===== src/rtl/mop_accum_ctrl.sv =====
// Serial multi-operand accumulator controller: folds a programmable count of
// operands through one W-bit adder and hands the total out on a valid/ready port.
module mop_accum_ctrl #(
  parameter  int N  = 20,
  parameter  int K  = 8,
  localparam int W  = N + $clog2(K),
  localparam int CW = $clog2(K + 1)
) (
  input  logic          clk,
  input  logic          rst,
  input  logic          start,
  input  logic [CW-1:0] num_ops,
  input  logic          op_valid,
  input  logic [N-1:0]  op_data,
  output logic          op_ready,
  output logic          sum_valid,
  output logic [W-1:0]  sum_out,
  input  logic          sum_ready,
  output logic          busy,
  output logic [CW-1:0] ops_left
);

  typedef enum logic [1:0] {IDLE, ACCUM, DONE} state_t;

  localparam logic [CW-1:0] KMAX = CW'(K);

  state_t        state_q, state_d;
  logic [W-1:0]  acc_q, acc_d;
  logic [W-1:0]  sum_q, sum_d;
  logic [CW-1:0] left_q, left_d;

  // sum_q is separate from acc_q so the published result stays put while the
  // next job clears and rebuilds the accumulator.
  always_comb begin
    state_d = state_q;
    acc_d   = acc_q;
    sum_d   = sum_q;
    left_d  = left_q;
    case (state_q)
      IDLE: begin
        if (start) begin
          acc_d  = '0;
          left_d = (num_ops > KMAX) ? KMAX : num_ops;
          if (left_d == '0) begin
            sum_d   = '0;
            state_d = DONE;
          end else begin
            state_d = ACCUM;
          end
        end
      end
      ACCUM: begin
        if (op_valid) begin
          acc_d  = acc_q + W'(op_data);
          left_d = left_q - CW'(1);
          if (left_q == CW'(1)) begin
            sum_d   = acc_d;
            state_d = DONE;
          end
        end
      end
      DONE: begin
        if (sum_ready) state_d = IDLE;
      end
      default: state_d = IDLE;
    endcase
  end

  always_ff @(posedge clk or posedge rst) begin
    if (rst) begin
      state_q <= IDLE;
      acc_q   <= '0;
      sum_q   <= '0;
      left_q  <= '0;
    end else begin
      state_q <= state_d;
      acc_q   <= acc_d;
      sum_q   <= sum_d;
      left_q  <= left_d;
    end
  end

  assign op_ready  = (state_q == ACCUM);
  assign sum_valid = (state_q == DONE);
  assign busy      = (state_q != IDLE);
  assign sum_out   = sum_q;
  assign ops_left  = left_q;

endmodule


===== config.mk =====
export PLATFORM = sky130hd
export DESIGN_NAME = mop_accum_ctrl
export DESIGN_NICKNAME = d
export VERILOG_FILES = /design/src/rtl/mop_accum_ctrl.sv
export SDC_FILE = /design/constraint.sdc
export NUM_CORES = 1
export LEC_CHECK = 0
export BUFFER_PORTS_ARGS = -buffer_cell sky130_fd_sc_hd__buf_2
export CELL_PAD_IN_SITES_DETAIL_PLACEMENT = 0
export CELL_PAD_IN_SITES_GLOBAL_PLACEMENT = 1
export CORE_MARGIN = 10
export CORE_UTILIZATION = 43
export DETAILED_ROUTE_END_ITERATION = 16
export GPL_TIMING_DRIVEN = 0
export HOLD_SLACK_MARGIN = 0.02
export PLACE_DENSITY = 0.9
export SYNTH_ARGS = -nofsm -noshare
export SYNTH_HDL_FRONTEND = slang
export SYNTH_SLANG_ARGS = --single-unit

===== constraint.sdc =====
create_clock -name clk -period 3.3 [get_ports clk]
set_clock_uncertainty 0.2 [all_clocks]
set_input_delay 0.66 -clock clk [delete_from_list [all_inputs] [get_ports clk]]
set_output_delay 0.66 -clock clk [all_outputs]
set_load 0.03 [all_outputs]

==> metrics.csv, run 1 <==
metric;value;unit
synth_fp_nets;430;
wl_per_cell;17.4;µm
worst_slew_pin_slew;0.706;ns
p_sw;0.00190;W
mostFrequentLayoutCells;58 x buf_2, 52 x dfrtp_1, 47 x nand2_1;
rsz0062_at_grt;no;
io_pins;59;
synth_seq_cells;52;
async_flop_share;1.00;
fin_ws;0.211;ns
cts_setup_buffers;0;
power_density;969;mW/mm²
port_buffers;58;
initial_utilization;0.441;
netlist_area;0.00341;mm²
finish.net_count;496;
cts_root_buf;clkbuf_8;
setup_viol;0;
synth-xor-area-share;0.0257;
final_hold_viol_count;0;
synthMuxAreaShare;0.0194;
ff2ff_path_depth;9;
crit_required;3.30;ns
die_height;109;µm
synth-edff-count;0;
gp_congestion;0.910;
cts_tree;built;
rrSetupSlack;0.25;ns
ys_warn_count;0;
synth_top_family_by_area;compound AO/OA/AOI/OAI gates;
cts_buffers;5;
cp-end-kind;register;
drtPass1Iterations;4;
gr-usage-all-layers;0.162;
final_antenna_net_count;0;
place_inst;539;
synth-adder-area-share;0.0866;
drt_wl_total;9.55;mm
crit_path_start_kind;input pin;
drive_gt1_frac;0.180;
maxCapViolations;0;
synth_area_leaders;dfrtp_1 38%, ha_1 8.1%, nand2_1 5.2%, a21oi_1 3.7%, o21ai_0 3.7%;
fp.dieW;109;µm
whs;0.140;ns
cts_resized;0;
die-area;0.0119;mm²
stdcell_area;0.00394;mm²
pwr-share-clk;0.097;
first_iter_violations;159;
ys_seq_area_frac;0.382;
fin_crit_sh;0.936;
placed_area;0.00385;mm²
synth_top_cell_area_share;0.382;
cts_max_path_buffers;2;
final_common_cell;buf_2;
outcome;finished clean;
critPathArrivalTime;3.09;ns
antenna_found_initial;0;
via_per_inst;5.79;
slew_violations;0;
synth_cell_types;54;
cts_num_sinks;52;
grt_max_degree;35;
grt_pass1_wl;15.6;mm
fillers;747;
rows;32;
hpwl;7.32;mm
htree_num_levels;2;
relSlewSlack;0.529;
grt_overflow;0;
core;0.00773;mm²
rr_endpoint;sum_out[22]$_DFFE_PP0P_;
synth_ff_type;dfrtp_1;
period_needed;3.09;ns
drcViolationCount;0;
reg2reg_from;acc_q[0]$_DFFE_PP0P_;
syn_area_per_cell;9.02;µm²
irDropWorstVdd;0.000308;V
area_growth;15.4;%
first_global_vias;3127;
stdcell_count;547;
yosysTopAreaCell;dfrtp_1;
switching_share;0.498;
clk_latency;0.31;ns
cts_hold_buf;0;
clkTransAtPathRegs;0.10;ns
hp-class;input pin to asynchronous set/reset pin;
n_antenna_cell;0;
internal-power;0.00191;W
p_leak;1.88;nW
preCtsSetupSlack;-0.114;ns
syn_inst;378;
synthSimpleGateAreaFrac;0.182;
p_comb_frac;0.616;
fmax;0.324;GHz
synth_compound_area_frac;0.267;
p_seq_frac;0.286;
crit_fanout;6;
criticalPathCategory;input pin to register;
vias;3169;
fin_tns_setup;0;ns
flip-flops by register name (all words and copies together), names as in the netlist:
register,cells
acc_q,23
ops_left,4
sum_out,23
state_q,2
cells in the mapped netlist (all sizes together) (5+ instances only):
| library cell | n |
|---|---|
| dfrtp | 52 |
| nand2 | 47 |
| o21ai | 26 |
| a21oi | 25 |
| clkbuf | 22 |
| ha | 22 |
| nor2 | 17 |
| o31ai | 15 |
| a21o | 12 |
| a32o | 12 |
| or3 | 12 |
| nand3 | 10 |
| nor3 | 10 |
| inv | 9 |
| a22o | 6 |
| nand4 | 6 |
| xnor2 | 6 |
| mux2 | 5 |
| nand2b | 5 |
| o21a | 5 |
worst max path at each step:
stage | from | slack [ns] | to | cells past startpoint
global placement | op_data[0] | -0.11 | sum_out[22]$_DFFE_PP0P_ | 10
finish | op_data[0] | 0.21 | sum_out[22]$_DFFE_PP0P_ | 10
global route | op_data[0] | 0.08 | sum_out[22]$_DFFE_PP0P_ | 10
CTS | op_data[0] | 0.21 | sum_out[22]$_DFFE_PP0P_ | 10
floorplan | op_data[0] | 0.20 | sum_out[22]$_DFFE_PP0P_ | 9
detailed placement | op_data[0] | -0.11 | sum_out[22]$_DFFE_PP0P_ | 10
metrics by stage:
step / util / total power [W]
2_1_floorplan: - / 0.00283
4_1_cts: 0.509 / 0.00382
3_3_place_gp: 0.495 / 0.00338
6_report: 0.509 / 0.00381
3_5_place_dp: 0.498 / 0.00344
5_1_grt: 0.509 / 0.00413
cells by family (layout without fill, tap and decap cells):
| kind of cell | after synthesis | in the layout |
|---|---|---|
| DFF | 52 | 52 |
| AOI/OAI and AO/OA | 127 | 127 |
| buffers and inverters | 33 | 100 |
| xor gates and xnor gates | 10 | 10 |
| and+or+nand+nor | 127 | 127 |
| adders and majority gates | 23 | 23 |
| muxes | 6 | 6 |
per-layer routing:
layer / GRT usage / wire [µm]
met2: 0.267 / 4520
met5: 0 / 0
met3: 0.0354 / 596
met4: 0.0490 / 146
met1: 0.207 / 4290
worst max-delay path: stages:
cell and delay [ns]:
buf_2 0.10, ha_1 0.22, fa_1 0.42, a21o_1 0.22, a221oi_2 0.32, or3_1 0.18
buf_6 0.14, a211oi_4 0.07, or4_1 0.50, a32o_1 0.27
power groups by stage:
stage / combinational (W) / sequential [W] / clock, W
2_1_floorplan: 0.00148 / 0.00134 / 0
3_3_place_gp: 0.00229 / 0.00109 / 0
3_5_place_dp: 0.00234 / 0.00110 / 0
4_1_cts: 0.00235 / 0.00109 / 0.000382
5_1_grt: 0.00260 / 0.00113 / 0.000402
6_report: 0.00235 / 0.00109 / 0.000371
final cells by class:
cell class | count | area, µm² | area share
tap | 102 | 128 | 0.0324
timing repair buffer | 59 | 310 | 0.0788
sequential | 52 | 1300 | 0.331
inverter | 9 | 33.8 | 0.00858
clock buffer | 5 | 68.8 | 0.0175
clock inverter | 3 | 18.8 | 0.00477
buffer | 24 | 97.6 | 0.0248
multi-input combinational | 293 | 1980 | 0.503
Note: power is estimated with default switching activity, not from simulation.
==> run 2, diff against run 1 <==
==> constraint.sdc (replaced) <==
create_clock -name clk -period 2.9 [get_ports clk]
set_clock_uncertainty 0.2 [all_clocks]
set_input_delay 0.58 -clock clk [delete_from_list [all_inputs] [get_ports clk]]
set_output_delay 0.58 -clock clk [all_outputs]
set_load 0.03 [all_outputs]
==> run 2 against run 1 <==
Compared with the run above: register-to-register slack worse by 0.20 ns; combinational power is 17% higher; die area stayed put; critical path type is now register to register; critical endpoint unchanged; largest cell class unchanged.
==> metrics.csv, run 2 (synthesis gave the netlist of run 1 again) <==
metric;value;unit;change
mostFrequentLayoutCells;58 x buf_2, 52 x dfrtp_1, 47 x nand2_1;;
cts_num_sinks;52;;unchanged
cts_tree;built;;
stdcell_count;549;;+0.37%
p_comb_frac;0.605;;-0.011
outcome;finished clean;;
cts_root_buf;clkbuf_8;;
fmax;0.351;GHz;
gr-usage-all-layers;0.165;;+0.00341
core;0.00773;mm²;unchanged
die-area;0.0119;mm²;unchanged
final_hold_viol_count;0;;unchanged
gp_congestion;0.894;;-1.7%
relSlewSlack;0.464;;-0.0653
hp-class;input pin to asynchronous set/reset pin;;
clk_latency;0.32;ns;about the same
power_density;1130;mW/mm²;+16%
crit_fanout;6;;unchanged
slew_violations;0;;unchanged
fin_crit_sh;0.981;;
io_pins;59;;unchanged
grt_overflow;0;;unchanged
first_iter_violations;222;;+40%
fp.dieW;109;µm;unchanged
rsz0062_at_grt;yes;;
finish.net_count;498;;+0.40%
via_per_inst;5.79;;about the same
grt_max_degree;31;;-11%
internal-power;0.00230;W;+20%
cts_max_path_buffers;2;;unchanged
place_inst;539;;unchanged
p_seq_frac;0.276;;-0.010
fin_ws;0.0542;ns;-0.157 ns
port_buffers;58;;unchanged
htree_num_levels;2;;unchanged
setup_viol;0;;unchanged
antenna_found_initial;0;;unchanged
pwr-share-clk;0.119;;+0.022
cts_hold_buf;0;;unchanged
wl_per_cell;17.8;µm;+1.9%
switching_share;0.491;;-0.00754
hpwl;7.30;mm;-0.27%
period_needed;2.85;ns;
maxCapViolations;0;;unchanged
criticalPathCategory;register to register;;
cts_buffers;5;;unchanged
n_antenna_cell;0;;unchanged
die_height;109;µm;unchanged
first_global_vias;3172;;+1.4%
drcViolationCount;0;;unchanged
area_growth;17.8;%;
final_antenna_net_count;0;;unchanged
p_leak;1.89;nW;+0.80%
crit_path_start_kind;register;;
preCtsSetupSlack;-0.341;ns;-0.226 ns
critPathArrivalTime;2.87;ns;-0.22 ns
grt_pass1_wl;15.8;mm;+1.4%
rows;32;;unchanged
irDropWorstVdd;0.000473;V;+54%
cp-end-kind;register;;
drive_gt1_frac;0.199;;+0.0193
vias;3181;;+0.38%
initial_utilization;0.441;;unchanged
drtPass1Iterations;5;;+1
final_common_cell;buf_2;;
p_sw;0.00222;W;+17%
crit_required;2.92;ns;-0.38 ns
clkTransAtPathRegs;0.11;ns;about the same
worst_slew_pin_slew;0.802;ns;+0.0951 ns
drt_wl_total;9.77;mm;+2.3%
[run 2: changes by cell type in the layout (fill, tap and decap cells not counted), sizes merged]
cell,change
clkbuf,-1
bufinv,+1
clkinv,-3
inv,+1
buf,+3
clkinvlp,+1
[run 2: repair_timing]
item,in CTS,in global routing
buffers inserted,1,2
pin swaps,1,3
gates resized for setup,0,7
setup endpoints to repair,4,10
[run 2: power groups by stage]
stage          combinational, W  sequential, W  clock (W)
6_report                0.00274        0.00125   0.000538
3_5_place_dp            0.00266        0.00126          0
2_1_floorplan           0.00169        0.00153          0
3_3_place_gp            0.00261        0.00124          0
5_1_grt                 0.00304        0.00129   0.000562
4_1_cts                 0.00269        0.00124   0.000544
[run 2: layout make-up]
class | count | area [µm²]
buffer | 23 | 93.8
clock buffer | 5 | 68.8
clock inverter | 3 | 46.3
fill | 725 | 3710
inverter | 9 | 33.8
multi-input combinational | 293 | 2010
sequential | 52 | 1300
tap | 102 | 128
timing repair buffer | 62 | 333
[run 2: layer usage]
layer,part of all wire,track usage
met5,0,0
met4,0.017,0.0537
met3,0.059,0.0289
met2,0.48,0.280
met1,0.44,0.208
[run 2: per-stage QoR]
step                TNS (ns)  instance area (µm²)  power (W)   util  hold WS (ns)
floorplan            -0.0623                 3410    0.00322      -         0.253
global placement       -3.28                 3830    0.00385  0.496         0.258
detailed placement     -3.28                 3850    0.00392  0.498         0.267
CTS                        0                 3970    0.00447  0.514        0.0961
global route         -0.0687                 4020    0.00489  0.520         0.131
finish                     0                 4020    0.00452  0.520        0.0766
[run 2: worst max-delay path, cell delays in order (launching register included)]
cell and delay [ns]:
dfrtp_1 0.42, ha_4 0.18, fa_2 0.34, a21o_1 0.19
a221oi_2 0.27, or3_1 0.17, buf_6 0.13, a211oi_4 0.07
or4_1 0.49, a32o_1 0.26
[run 2: path summary, 6_finish.rpt]
kind	start	end	slack [ns]	depth (start not counted)
hold / removal	rst	sum_out[20]$_DFFE_PP0P_	0.08	2
setup / recovery	acc_q[0]$_DFFE_PP0P_	sum_out[22]$_DFFE_PP0P_	0.05	9
hold reg to reg	sum_out[1]$_DFFE_PP0P_	sum_out[1]$_DFFE_PP0P_	0.29	2
setup reg to reg	acc_q[0]$_DFFE_PP0P_	sum_out[22]$_DFFE_PP0P_	0.05	9
min in group clk	sum_ready	state_q[1]$_DFFE_PP0P_	0.23	2
max in group asynchronous	rst	acc_q[5]$_DFFE_PP0P_	1.88	3
